`src/rtl/control_unit_if.sv`:
```
// control_unit_if: control-unit <-> datapath bundle.
// master (control unit): drives all bus-source selects, load enables, select/encode
//   controls, memory strobes and Run; samples IR, CON and Stop.
// slave (datapath): the mirror image.
interface control_unit_if;
  logic [31:0] IR;
  logic CON, Stop;
  logic PCout, Zlowout, Zhighout, MDRout, Cout, In_Portout, LOout, HIout;
  logic PCIn, IRIn, MARIn, MDRIn, YIn, ZIn, HiIn, LoIn, OutIn, IncPC;
  logic Gra, Grb, Grc, Rin, Rout, BAout;
  logic read, write, Run;
  modport master (
    input  IR, CON, Stop,
    output PCout, Zlowout, Zhighout, MDRout, Cout, In_Portout, LOout, HIout,
           PCIn, IRIn, MARIn, MDRIn, YIn, ZIn, HiIn, LoIn, OutIn, IncPC,
           Gra, Grb, Grc, Rin, Rout, BAout, read, write, Run
  );
  modport slave (
    output IR, CON, Stop,
    input  PCout, Zlowout, Zhighout, MDRout, Cout, In_Portout, LOout, HIout,
           PCIn, IRIn, MARIn, MDRIn, YIn, ZIn, HiIn, LoIn, OutIn, IncPC,
           Gra, Grb, Grc, Rin, Rout, BAout, read, write, Run
  );
endinterface

```
`src/rtl/control_unit.sv`:
```
// control_unit: Moore FSM sequencing fetch and execute (RESET, T0-T7, HALT).
// Ports: clk rising-edge clock; clr synchronous active-low reset;
//   bus (control_unit_if.master) carries IR/CON/Stop in and all control strobes out.
// Define CU_MULDIV_EN to add mul (01111) and div (10000); otherwise they act as nop.
module control_unit (
  input logic clk,
  input logic clr,
  control_unit_if.master bus
);
  typedef enum logic [3:0] {RESET, T0, T1, T2, T3, T4, T5, T6, T7, HALT} state_t;
  state_t state_q, state_d;
  logic [4:0] opcode_q, opcode_d;
  logic flag_q, flag_d;
  logic alu, imm, ldi, ld, st, br, jr, inp, outp, mfhi, mflo, halt, md, short_op, last;
  logic t0, t1, t2, t3, t4, t5, t6, t7;
  logic unused;
  assign unused = ^bus.IR[26:0];
  assign alu  = opcode_q inside {5'b00011, 5'b00100, 5'b00101, 5'b00110};
  assign imm  = opcode_q inside {5'b01100, 5'b01101, 5'b01110};
  assign ldi  = opcode_q == 5'b00001;
  assign ld   = opcode_q == 5'b00000;
  assign st   = opcode_q == 5'b00010;
  assign br   = opcode_q == 5'b10010;
  assign jr   = opcode_q == 5'b10011;
  assign inp  = opcode_q == 5'b10101;
  assign outp = opcode_q == 5'b10110;
  assign mfhi = opcode_q == 5'b10111;
  assign mflo = opcode_q == 5'b11000;
  assign halt = opcode_q == 5'b11010;
`ifdef CU_MULDIV_EN
  assign md   = opcode_q inside {5'b01111, 5'b10000};
`else
  assign md   = 1'b0;
`endif
  // Everything that is not a multi-step instruction (nop, unknown, single-step) ends in T3.
  assign short_op = !(alu | imm | ldi | ld | st | br | md | halt);
  assign {t0, t1, t2, t3, t4, t5, t6, t7} = {state_q == T0, state_q == T1, state_q == T2,
    state_q == T3, state_q == T4, state_q == T5, state_q == T6, state_q == T7};
  assign last = (t3 & short_op) | (t5 & (alu | imm | ldi)) | (t6 & (br | md)) | t7;
  always_comb begin
    state_d  = state_q == RESET ? T0 :
               state_q == HALT ? HALT :
               (t3 & halt) ? HALT :
               last ? (bus.Stop ? HALT : T0) :
               state_t'(state_q + 4'd1);
    opcode_d = t2 ? bus.IR[31:27] : opcode_q;
    flag_d   = (t3 & br) ? bus.CON : flag_q;
  end
  always_comb begin
    bus.PCout      = t0 | (t4 & br);
    bus.Zlowout    = t1 | (t5 & (alu | imm | ldi | ld | st | md)) | (t6 & br & flag_q);
    bus.Zhighout   = t6 & md;
    bus.MDRout     = t2 | (t7 & ld);
    bus.Cout       = (t4 & (imm | ldi | ld | st)) | (t5 & br);
    bus.In_Portout = t3 & inp;
    bus.LOout      = t3 & mflo;
    bus.HIout      = t3 & mfhi;
    bus.PCIn       = t1 | (t3 & jr) | (t6 & br & flag_q);
    bus.IRIn       = t2;
    bus.MARIn      = t0 | (t5 & (ld | st));
    bus.MDRIn      = t1 | (t6 & (ld | st));
    bus.YIn        = (t3 & (alu | imm | ldi | ld | st | md)) | (t4 & br);
    bus.ZIn        = t0 | (t4 & (alu | imm | ldi | ld | st | md)) | (t5 & br);
    bus.HiIn       = t6 & md;
    bus.LoIn       = t5 & md;
    bus.OutIn      = t3 & outp;
    bus.IncPC      = t0;
    bus.Gra        = (t3 & (br | jr | inp | outp | mfhi | mflo | md)) | (t5 & (alu | imm | ldi)) |
                     (t6 & st) | (t7 & ld);
    bus.Grb        = (t3 & (alu | imm | ldi | ld | st)) | (t4 & md);
    bus.Grc        = t4 & alu;
    bus.Rin        = (t3 & (inp | mfhi | mflo)) | (t5 & (alu | imm | ldi)) | (t7 & ld);
    bus.Rout       = (t3 & (alu | imm | br | jr | outp | md)) | (t4 & (alu | md)) | (t6 & st);
    bus.BAout      = t3 & (ldi | ld | st);
    bus.read       = t1 | (t6 & ld);
    bus.write      = t7 & st;
    bus.Run        = state_q != RESET && state_q != HALT;
  end
  always_ff @(posedge clk)
    if (!clr) begin
      state_q  <= RESET;
      opcode_q <= 5'd0;
      flag_q   <= 1'b0;
    end else begin
      state_q  <= state_d;
      opcode_q <= opcode_d;
      flag_q   <= flag_d;
    end
endmodule
```
`src/flat_wrapper.sv`:
```
// flat-port wrapper written by rule: the top's interface ports become plain ports
module control_unit_flat 
  (clk, clr, bus_IR, bus_CON, bus_Stop, bus_PCout, bus_Zlowout, bus_Zhighout, bus_MDRout, bus_Cout, bus_In_Portout, bus_LOout, bus_HIout, bus_PCIn, bus_IRIn, bus_MARIn, bus_MDRIn, bus_YIn, bus_ZIn, bus_HiIn, bus_LoIn, bus_OutIn, bus_IncPC, bus_Gra, bus_Grb, bus_Grc, bus_Rin, bus_Rout, bus_BAout, bus_read, bus_write, bus_Run);
  control_unit_if bus_i ();
  input logic clk;
  input logic clr;
  input wire logic [$bits(bus_i.IR)-1:0] bus_IR;
  input wire logic [$bits(bus_i.CON)-1:0] bus_CON;
  input wire logic [$bits(bus_i.Stop)-1:0] bus_Stop;
  output wire logic [$bits(bus_i.PCout)-1:0] bus_PCout;
  output wire logic [$bits(bus_i.Zlowout)-1:0] bus_Zlowout;
  output wire logic [$bits(bus_i.Zhighout)-1:0] bus_Zhighout;
  output wire logic [$bits(bus_i.MDRout)-1:0] bus_MDRout;
  output wire logic [$bits(bus_i.Cout)-1:0] bus_Cout;
  output wire logic [$bits(bus_i.In_Portout)-1:0] bus_In_Portout;
  output wire logic [$bits(bus_i.LOout)-1:0] bus_LOout;
  output wire logic [$bits(bus_i.HIout)-1:0] bus_HIout;
  output wire logic [$bits(bus_i.PCIn)-1:0] bus_PCIn;
  output wire logic [$bits(bus_i.IRIn)-1:0] bus_IRIn;
  output wire logic [$bits(bus_i.MARIn)-1:0] bus_MARIn;
  output wire logic [$bits(bus_i.MDRIn)-1:0] bus_MDRIn;
  output wire logic [$bits(bus_i.YIn)-1:0] bus_YIn;
  output wire logic [$bits(bus_i.ZIn)-1:0] bus_ZIn;
  output wire logic [$bits(bus_i.HiIn)-1:0] bus_HiIn;
  output wire logic [$bits(bus_i.LoIn)-1:0] bus_LoIn;
  output wire logic [$bits(bus_i.OutIn)-1:0] bus_OutIn;
  output wire logic [$bits(bus_i.IncPC)-1:0] bus_IncPC;
  output wire logic [$bits(bus_i.Gra)-1:0] bus_Gra;
  output wire logic [$bits(bus_i.Grb)-1:0] bus_Grb;
  output wire logic [$bits(bus_i.Grc)-1:0] bus_Grc;
  output wire logic [$bits(bus_i.Rin)-1:0] bus_Rin;
  output wire logic [$bits(bus_i.Rout)-1:0] bus_Rout;
  output wire logic [$bits(bus_i.BAout)-1:0] bus_BAout;
  output wire logic [$bits(bus_i.read)-1:0] bus_read;
  output wire logic [$bits(bus_i.write)-1:0] bus_write;
  output wire logic [$bits(bus_i.Run)-1:0] bus_Run;
  assign bus_i.IR = bus_IR;
  assign bus_i.CON = bus_CON;
  assign bus_i.Stop = bus_Stop;
  assign bus_PCout = bus_i.PCout;
  assign bus_Zlowout = bus_i.Zlowout;
  assign bus_Zhighout = bus_i.Zhighout;
  assign bus_MDRout = bus_i.MDRout;
  assign bus_Cout = bus_i.Cout;
  assign bus_In_Portout = bus_i.In_Portout;
  assign bus_LOout = bus_i.LOout;
  assign bus_HIout = bus_i.HIout;
  assign bus_PCIn = bus_i.PCIn;
  assign bus_IRIn = bus_i.IRIn;
  assign bus_MARIn = bus_i.MARIn;
  assign bus_MDRIn = bus_i.MDRIn;
  assign bus_YIn = bus_i.YIn;
  assign bus_ZIn = bus_i.ZIn;
  assign bus_HiIn = bus_i.HiIn;
  assign bus_LoIn = bus_i.LoIn;
  assign bus_OutIn = bus_i.OutIn;
  assign bus_IncPC = bus_i.IncPC;
  assign bus_Gra = bus_i.Gra;
  assign bus_Grb = bus_i.Grb;
  assign bus_Grc = bus_i.Grc;
  assign bus_Rin = bus_i.Rin;
  assign bus_Rout = bus_i.Rout;
  assign bus_BAout = bus_i.BAout;
  assign bus_read = bus_i.read;
  assign bus_write = bus_i.write;
  assign bus_Run = bus_i.Run;
  control_unit u_core (.clk(clk), .clr(clr), .bus(bus_i));
endmodule
```
`config.mk`:
```
export PLATFORM = sky130hd
export DESIGN_NAME = control_unit_flat
export DESIGN_NICKNAME = d
export VERILOG_FILES = /design/src/rtl/control_unit_if.sv /design/src/rtl/control_unit.sv /design/src/flat_wrapper.sv
export SDC_FILE = /design/constraint.sdc
export NUM_CORES = 1
export LEC_CHECK = 0
export CAP_MARGIN = 25
export CORE_MARGIN = 2
export CORE_UTILIZATION = 41
export DETAILED_ROUTE_END_ITERATION = 12
export HOLD_SLACK_MARGIN = 0.1
export PLACE_DENSITY = 0.94
export SLEW_MARGIN = 0
export SYNTH_ARGS = -nofsm -noshare
export SYNTH_HDL_FRONTEND = slang
export SYNTH_SLANG_ARGS = --single-unit
```
`constraint.sdc`:
```
create_clock -name clk -period 3.3 [get_ports clk]
set_clock_uncertainty 0.1 [all_clocks]
set_input_delay 0.66 -clock clk [delete_from_list [all_inputs] [get_ports clk]]
set_output_delay 0.66 -clock clk [all_outputs]
set_load 0.005 [all_outputs]
```
Yosys cells after proc, flatten, opt, wreduce, memory -nomap -nowiden
Cells that the tools add are included.
{ "totals": {"reg_bits": 10, "latchBits": 0, "ramBits": 0, "rom_bits": 0, "wordCells": 120, "n_memories": 0} }
{ "classes": {"addsub": 1, "multipliers": 0, "div": 0, "order_cmp": 0, "eq_ne": 26, "shift": 0, "n_mux": 5, "n_bitwise": 74, "reduce_logical": 9} }
{ "op_table": {"columns": ["operator", "count"], "rows": [
  ["bitwise OR 1 bit", 45],
  ["equality test 5 bit (second input constant)", 7],
  ["bitwise AND 1 bit", 28],
  ["equality test 4 x 3 -> 1 bit (second input constant)", 4],
  ["two-way mux 4 bit", 4],
  ["equality test 5 x 3 -> 1 bit (second input constant)", 3],
  ["equality test 5 x 4 -> 1 bit (second input constant)", 3],
  ["equality test 5 x 2 -> 1 bit (second input constant)", 2],
  ["equality test 4 x 2 -> 1 bit (second input constant)", 2],
  ["equality test 4 bit (second input constant)", 2],
  ["nonzero test 4 bit", 2],
  ["equality test 5 x 1 -> 1 bit (second input constant)", 1],
  ["zero test 5 bit", 1],
  ["adder 4 x 1 -> 4 bit (second input constant)", 1],
  ["equality test 4 x 1 -> 1 bit (second input constant)", 1],
  ["zero test 4 bit", 1],
  ["!= test 4 bit (second input constant)", 1],
  ["OR reduction 4 bit", 1],
  ["nonzero test 3 bit", 1],
  ["OR reduction 2 bit", 1],
  ["logical AND 1 bit", 1],
  ["zero test 1 bit", 1],
  ["two-way mux 1 bit", 1],
  ["NOT 1 bit", 1]
]} }

Depth between registers and ports, before layout
Gate-level depths: netlist (run 1).
{ "depth": {"depth_word": 17, "mapped_depth": 7, "depth_no_buf": 7} }

Worst setup path before layout (run 1)
OpenSTA, ideal clock, no wires.
{ "synth_path": {"path_kind": "register to output", "from": "reg u_core.state_q[0]", "to": "out bus_Rin", "t_arrival_ns": 1.315, "required_time_ns": 2.540, "setup_slack_ns": 1.225, "stages_incl_launch_ff": 6, "cell_sequence": "dfxtp_1 -> inv_1 -> ha_1 -> nand4b_1 -> nor4_1 -> nand2b_1"} }
{ "synth_via": {"elab_chain_len": 4, "elab_cells_between_ends": 8, "cone_classes": "3 x eq/ne; 5 x bitwise"} }
{ "synth_lines": {"columns": ["element", "line_no", "source"], "rows": [
  ["start: declaration", "control_unit.sv:11", "state_t state_q, state_d;"],
  ["start signal: assignment", "control_unit.sv:85", "state_q <= state_d;"],
  ["equality test 4 x 3 -> 1 bit", "control_unit.sv:38", "state_q == T3, state_q == T4, state_q == T5, state_q == T6, state_q == T7};"],
  ["bitwise AND 1 bit", "control_unit.sv:72", "bus.Rin = (t3 & (inp | mfhi | mflo)) | (t5 & (alu | imm | ldi)) | (t7 & ld);"],
  ["bitwise OR 1 bit", "control_unit.sv:72", null],
  ["bitwise OR 1 bit (*)", "control_unit.sv:72", null],
  ["end: declaration", "flat_wrapper.sv:31", "output wire logic [$bits(bus_i.Rin)-1:0] bus_Rin;"]
]} }
Every way passes the cells marked *; elsewhere a longest branch is shown, timed or not.

Worst setup path in the final report (run 1)
{ "layout_path": {"from": "reg u_core.state_q[2]", "to": "out bus_Rout"} }
{ "layout_via": {"elab_chain_len": 4, "elab_cells_between_ends": 8, "cone_classes": "3 x eq/ne; 5 x bitwise"} }
{ "layout_lines": {"columns": ["element", "line_no", "source"], "rows": [
  ["equality test 4 x 3 -> 1 bit", "control_unit.sv:38", null],
  ["bitwise AND 1 bit", "control_unit.sv:73", "bus.Rout = (t3 & (alu | imm | br | jr | outp | md)) | (t4 & (alu | md)) | (t6 & st);"],
  ["bitwise OR 1 bit", "control_unit.sv:73", null],
  ["bitwise OR 1 bit (*)", "control_unit.sv:73", null],
  ["end: declaration", "flat_wrapper.sv:32", "output wire logic [$bits(bus_i.Rout)-1:0] bus_Rout;"]
]} }
Marked as above.

==> results of run 1 <==
[per-stage QoR]
stage	worst slack, ns	hold WS [ns]	instance area [um^2]	util	total power (W)
2_1_floorplan	1.22	0.382	1100	-	0.000185
3_3_place_gp	0.603	0.412	1380	0.550	0.000221
6_report	0.273	0.436	1410	0.565	0.000328
5_1_grt	0.0670	0.461	1410	0.565	0.000349
3_5_place_dp	0.546	0.428	1380	0.550	0.000223
4_1_cts	0.256	0.438	1410	0.565	0.000330
[power by group]
group          internal [W]  switching (W)
logic             0.0000486      0.0000374
clock network     0.0000669      0.0000405
registers          0.000125     0.00000956
total              0.000240      0.0000874
[cell families (layout without fill, tap and decap cells)]
family | after synthesis | after routing
AOI/OAI and AO/OA | 28 | 28
buffers and inverters | 18 | 44
adders and majority gates | 4 | 4
xor gates and xnor gates | 3 | 3
muxes | 4 | 4
other | 1 | 3
and+or+nand+nor | 74 | 74
DFF | 10 | 10
[layout make-up]
cell class,instances,area (um^2)
Timing Repair Buffer,33,328
Clock buffer,4,36.3
Sequential cell,10,200
Tap cell,30,37.5
Fill cell,258,1090
Inverter,7,26.3
Multi-Input combinational cell,116,783
[sequential cells by signal (all words and copies together), names as in the netlist]
name	cells
u_core.flag_q	1
u_core.opcode_q	5
u_core.state_q	4
[per-layer routing]
metal | wire length (um) | share of wire | track usage | up-vias
met3 | 131 | 0.051 | 0.0258 | 2
met1 | 1140 | 0.45 | 0.220 | 498
met5 | 0 | 0 | 0 | -
met2 | 1270 | 0.50 | 0.284 | 38
met4 | 5 | 0.0020 | 0.0279 | 0
li1 | - | - | - | 550
[critical path, cell delays in order, from the launching register on]
cell	delay, ns
dfxtp_1	0.49
nor2b_4	0.36
nand2_1	0.18
nor4_2	0.31
nor2b_1	0.08
o21ai_1	0.07
clkdlybuf4s50_1	0.50
[how the worst max path moves through the flow]
stage	start	end	slack, ns	cells after the start
after floorplan	u_core.state_q[0]	bus_Rin	1.22	5
after CTS	u_core.state_q[2]	bus_Rout	0.26	6
after global routing	u_core.state_q[2]	bus_Rout	0.07	6
final	u_core.state_q[2]	bus_Rout	0.27	6
after global placement	u_core.opcode_q[0]	bus_Gra	0.60	6
after detailed placement	u_core.state_q[2]	bus_Rout	0.55	6
[layout by cell type (no fill, tap or decap), drive strengths merged, types with 2 or more instances in the layout]
cell	Yosys	routed
clkdlybuf4s50	0	32
nand2	28	28
nor2	13	13
dfxtp	10	10
inv	7	7
nor4	7	7
nand3	6	6
nor2b	6	6
o21ai	6	6
a21boi	5	5
ha	4	4
nand2b	4	4
a21oi	4	4
clkbuf	1	4
mux2	3	3
nand4	3	3
conb	1	3
o22ai	2	2
and2	2	2
or3	2	2
xnor2	2	2
o32ai	2	2
o2111ai	2	2
==> results.json, run 1 <==
{
  "die_area_um2": 3090,
  "grt_pass1_wl_um": 4330,
  "yosys-top-cells-count": "28 x nand2_1, 12 x nor2_1, 10 x dfxtp_1, 7 x inv_1",
  "htreeDepth": 1,
  "ff2ff_path_depth": 4,
  "hold_end": "u_core.flag_q",
  "synth_mux_area_frac": 0.0402,
  "area_delta_synth_final_pct": 29.5,
  "end_kind": "output pin",
  "die_x_um": 55.6,
  "r2r_slack_ns": 1.27,
  "setup_viol": 0,
  "antenna_cells": 0,
  "grt_pass1_vias": 1010,
  "netlist_instances": 142,
  "worst_pin_slew_ns": 0.581,
  "critPathLaunchType": "flip-flop",
  "insertion_delay_ns": 0.26,
  "placedCellCount": 196,
  "p_per_area_nw_per_um2": 232,
  "hold_violations": 0,
  "ys_seq_elements": 10,
  "synth_seq_area_share": 0.184,
  "drtAntennaViolNets": 0,
  "yosysMostFrequentCell": "nand2_1",
  "drc_errors": 0,
  "ir_worst_vdd_mv": 0.400,
  "async_flop_share": 0,
  "drt_pass1_iterations": 4,
  "synth_top_family_by_area": "simple AND/OR/NAND/NOR gates",
  "synthesis.area_um2": 1090,
  "grt_use_total": 0.165,
  "yosysTopAreaCellShare": 0.184,
  "drt-initial-drc-count": 31,
  "clk_pin_slew_worst_paths_ns": 0.07,
  "fin_nets": 211,
  "crit_type": "reg -> out",
  "cts.path.max_buffers": 2,
  "dieHeight_um": 55.6,
  "port_buffers": 32,
  "grt_overflow": 0,
  "synth_top_area_cell": "dfxtp_1",
  "slew_viol_final": 0,
  "vias": 1088,
  "synthTopCellsByArea": "dfxtp_1 18%, nand2_1 9.6%, ha_1 4.6%, buf_4 4.1%, nor2_1 4.1%",
  "cp.required_ns": 2.54,
  "routed_via_density": 5.44,
  "relSlewSlack": 0.612,
  "wl_per_cell_um": 12.7,
  "start_util": 0.436,
  "cts_tree": "done",
  "synth_area_per_cell_um2": 7.67,
  "whs_path_depth": 2,
  "synth_compound_area_frac": 0.230,
  "rsz0062_at_grt": "no",
  "status": "finished clean",
  "clock-sinks": 10,
  "gp_congestion": 0.850,
  "synth_cell_types": 47,
  "synth_edf_count": 0,
  "hpwl_um": 1990,
  "io-pin-count": 63,
  "routed_wl_um": 2550,
  "layout_min_cycle_time_ns": 3.03,
  "maxCapViolations": 0,
  "antenna_found_initial": 0,
  "synthXorXnorAreaFrac": 0.0241,
  "hp-start": "u_core.flag_q",
  "p_leak_nw": 0.492,
  "hp-class": "reg -> reg",
  "max_clock_freq_mhz": 330,
  "setup_tns_ns": 0,
  "final_cells": 200,
  "post_cts_buffers": 0,
  "yosysWarnings": 0,
  "yosys.area_share.adder": 0.0459,
  "cts_buffers": 3,
  "grt_max_degree": 15,
  "cts_resized": 0,
  "synthSimpleGateAreaFrac": 0.369,
  "cp_max_fo": 9,
  "timing.rr.start": "u_core.opcode_q[2]",
  "fin_crit_sh": 0.917,
  "core_um2": 2500,
  "drive_gt1_frac": 0.135,
  "hold_buffers": 0,
  "cp_data_arrival_time_ns": 2.27,
  "clockRootBuffer": "clkbuf_4",
  "rr_endpoint": "u_core.state_q[0]",
  "synth-main-ff-cell": "dfxtp_1",
  "rows": 18
}
Note: power is estimated with default switching activity, not from simulation.
==> inputs of run 2 (changes only) <==
Settings changed: ABC_AREA from default to 1, CORE_UTILIZATION 41 to 40.
==> run 2 against run 1 <==
Wire length decreased by 1.3%. Flip-flop and latch count did not move. Die area fell by 3.4%. Critical endpoint is now bus_MDRout. Largest cell class unchanged. Largest power group unchanged.
==> results.json, run 2 <==
{
  "status": "finished clean",
  "drt_pass1_iterations": 6,
  "setup_tns_ns": 0,
  "final_cell_area_um2": 1390,
  "core_um2": 2450,
  "largest_reg_flops": 5,
  "p_per_area_nw_per_um2": 249,
  "setup_viol": 0,
  "critical-path-max-stage-delay_ns": 0.53,
  "port_buffers": 32,
  "largest-register": "u_core.opcode_q",
  "drive_gt1_frac": 0.153,
  "area_delta_synth_final_pct": 35.7,
  "crit_path_cell_trace": "inv_1 -> ha_1 -> nor3b_1 -> inv_1 -> o21ai_0 -> clkdlybuf4s50_1",
  "antenna_cells": 0,
  "synth_cell_types": 33,
  "final_core_utilization": 0.566,
  "end_kind": "output pin",
  "cp_common_cell": "inv_1",
  "placed_area_um2": 1350,
  "switchingPower_w": 0.000104,
  "synthesis.area_um2": 1020,
  "vias": 1098,
  "nFillCells": 252,
  "cts_tree": "done",
  "yosys-top-cells-count": "27 x inv_1, 22 x nand2_1, 16 x nor2_1, 12 x o21ai_0",
  "drt-initial-drc-count": 40,
  "final_cell_mix": "32 x clkdlybuf4s50_1, 27 x inv_1, 22 x nand2_1, 16 x nor2_1, 12 x o21ai_0",
  "synthTopCellsByArea": "dfxtp_1 20%, inv_1 9.9%, nand2_1 8.1%, o21ai_0 5.9%, nor2_1 5.9%",
  "routed-wl-met2_um": 1210,
  "hold_violations": 0,
  "synth-main-ff-cell": "dfxtp_1",
  "gp_congestion": 0.847,
  "synth_area_per_cell_um2": 6.49,
  "clockPowerShare": 0.321,
  "cts_buffers": 3,
  "power_frac_seq": 0.389,
  "synth_edf_count": 0,
  "drc_errors": 0,
  "p_int_w": 0.000242,
  "synth_top_area_cell": "dfxtp_1",
  "cp_slowest_cell": "clkdlybuf4s50_1",
  "start_util": 0.417,
  "drtAntennaViolNets": 0,
  "cp_data_arrival_time_ns": 2.22,
  "cts.path.max_buffers": 2,
  "io-pin-count": 63,
  "fin_nets": 231,
  "layout_min_cycle_time_ns": 2.98,
  "cts_resized": 0,
  "post_cts_buffers": 0,
  "wl_met1_um": 1140,
  "grt_use_total": 0.192,
  "die_x_um": 54.6,
  "hp-class": "reg -> reg",
  "ir_worst_vdd_mv": 0.160,
  "wl_per_cell_um": 11.4,
  "grt_pass1_wl_um": 4250,
  "die_area_um2": 2980,
  "maxCapViolations": 0,
  "dr_wl_met3_um": 160,
  "layout_commonest_cell": "clkdlybuf4s50_1",
  "p_sw_frac": 0.301,
  "antenna_found_initial": 0,
  "rows": 18,
  "grt_max_degree": 13,
  "netlist_instances": 158,
  "dieHeight_um": 54.6,
  "max_clock_freq_mhz": 336,
  "hpwl_um": 2030,
  "crit_type": "reg -> out",
  "cp.required_ns": 2.54,
  "p_leak_nw": 0.685,
  "rsz0062_at_grt": "no",
  "clock-sinks": 10,
  "critPathLaunchType": "flip-flop",
  "yosysWarnings": 0,
  "clk_pin_slew_worst_paths_ns": 0.08,
  "routed_wl_um": 2510,
  "yosysTopAreaCellShare": 0.195,
  "yosysMostFrequentCell": "inv_1",
  "clockRootBuffer": "clkbuf_4",
  "grt_overflow": 0,
  "slew_viol_final": 0,
  "grt_pass1_vias": 993,
  "fin_crit_sh": 0.902,
  "routed_via_density": 4.99,
  "ys_seq_elements": 10,
  "reg.largest.list": "u_core.opcode_q (5), u_core.state_q (4), u_core.flag_q (1)",
  "async_flop_share": 0,
  "top_layer_used": "met4",
  "pwr-share-comb": 0.290,
  "insertion_delay_ns": 0.27,
  "cp_max_fo": 5,
  "htreeDepth": 1,
  "synth_seq_area_share": 0.195,
  "hold_buffers": 0
}
run 2: changes by cell type after synthesis, sizes merged, moves of 3 or more:
cell	delta
a21oi	+6
a21boi	-5
nor4	-6
buf	-5
nand2b	-4
mux2	-3
nor2b	-6
nor2	+6
inv	+25
nand3	+8
nor3	+3
o21ai	+7
run 2: worst max-delay path, delay by kind of cell, from the launching register on:
family / cells / cell delay, ns
buffers and inverters: 3 / 0.72
AO/OA/AOI/OAI: 1 / 0.21
flip-flops: 1 / 0.35
adder cells (fa/ha/maj): 1 / 0.22
AND/OR/NAND/NOR: 1 / 0.43
run 2: layer usage:
layer,GRT usage,up-vias
li1,-,564
met1,0.241,481
met2,0.341,51
met3,0.0164,2
met4,0.0583,0
met5,0,-
run 2: worst paths after layout:
kind                     startpoint           endpoint  slack (ns)  cells past startpoint
setup / recovery  u_core.state_q[0]         bus_MDRout        0.32                      6
setup reg to reg  u_core.state_q[0]  u_core.state_q[3]        1.53                      9
hold / removal        u_core.flag_q      u_core.flag_q        0.38                      2
hold reg to reg       u_core.flag_q      u_core.flag_q        0.38                      2
run 2: per-stage QoR:
stage               hold WS [ns]  std cells  total power [W]  worst slack (ns)
floorplan                  0.346        160         0.000193              1.31
CTS                        0.387        220         0.000348             0.314
global route               0.423        220         0.000365             0.158
global placement           0.363        216         0.000234             0.649
finish                     0.384        220         0.000346             0.325
detailed placement         0.378        216         0.000237             0.612
run 2: cell families after synthesis:
group,synth area share
compound gates,0.134
flops,0.195
simple gates,0.443
buf+inv,0.158
fa+ha+maj,0.0488
xor+xnor,0.0171
other cells,0.00366
run 2: area by class of cell:
| type | count | area, um^2 | area share |
|---|---|---|---|
| timing repair buffer | 32 | 320 | 0.230 |
| tap | 30 | 37.5 | 0.0270 |
| multi-input combinational | 111 | 671 | 0.482 |
| clock buffer | 4 | 36.3 | 0.0261 |
| sequential | 10 | 200 | 0.144 |
| inverter | 33 | 125 | 0.0900 |
run 2: power by group through the flow:
| stage | sequential (W) | combinational [W] | clock, W |
|---|---|---|---|
| floorplan | 0.000135 | 0.0000583 | 0 |
| global placement | 0.000137 | 0.0000973 | 0 |
| detailed placement | 0.000137 | 0.0000994 | 0 |
| CTS | 0.000134 | 0.000100 | 0.000113 |
| global route | 0.000136 | 0.000113 | 0.000116 |
| finish | 0.000135 | 0.000100 | 0.000111 |
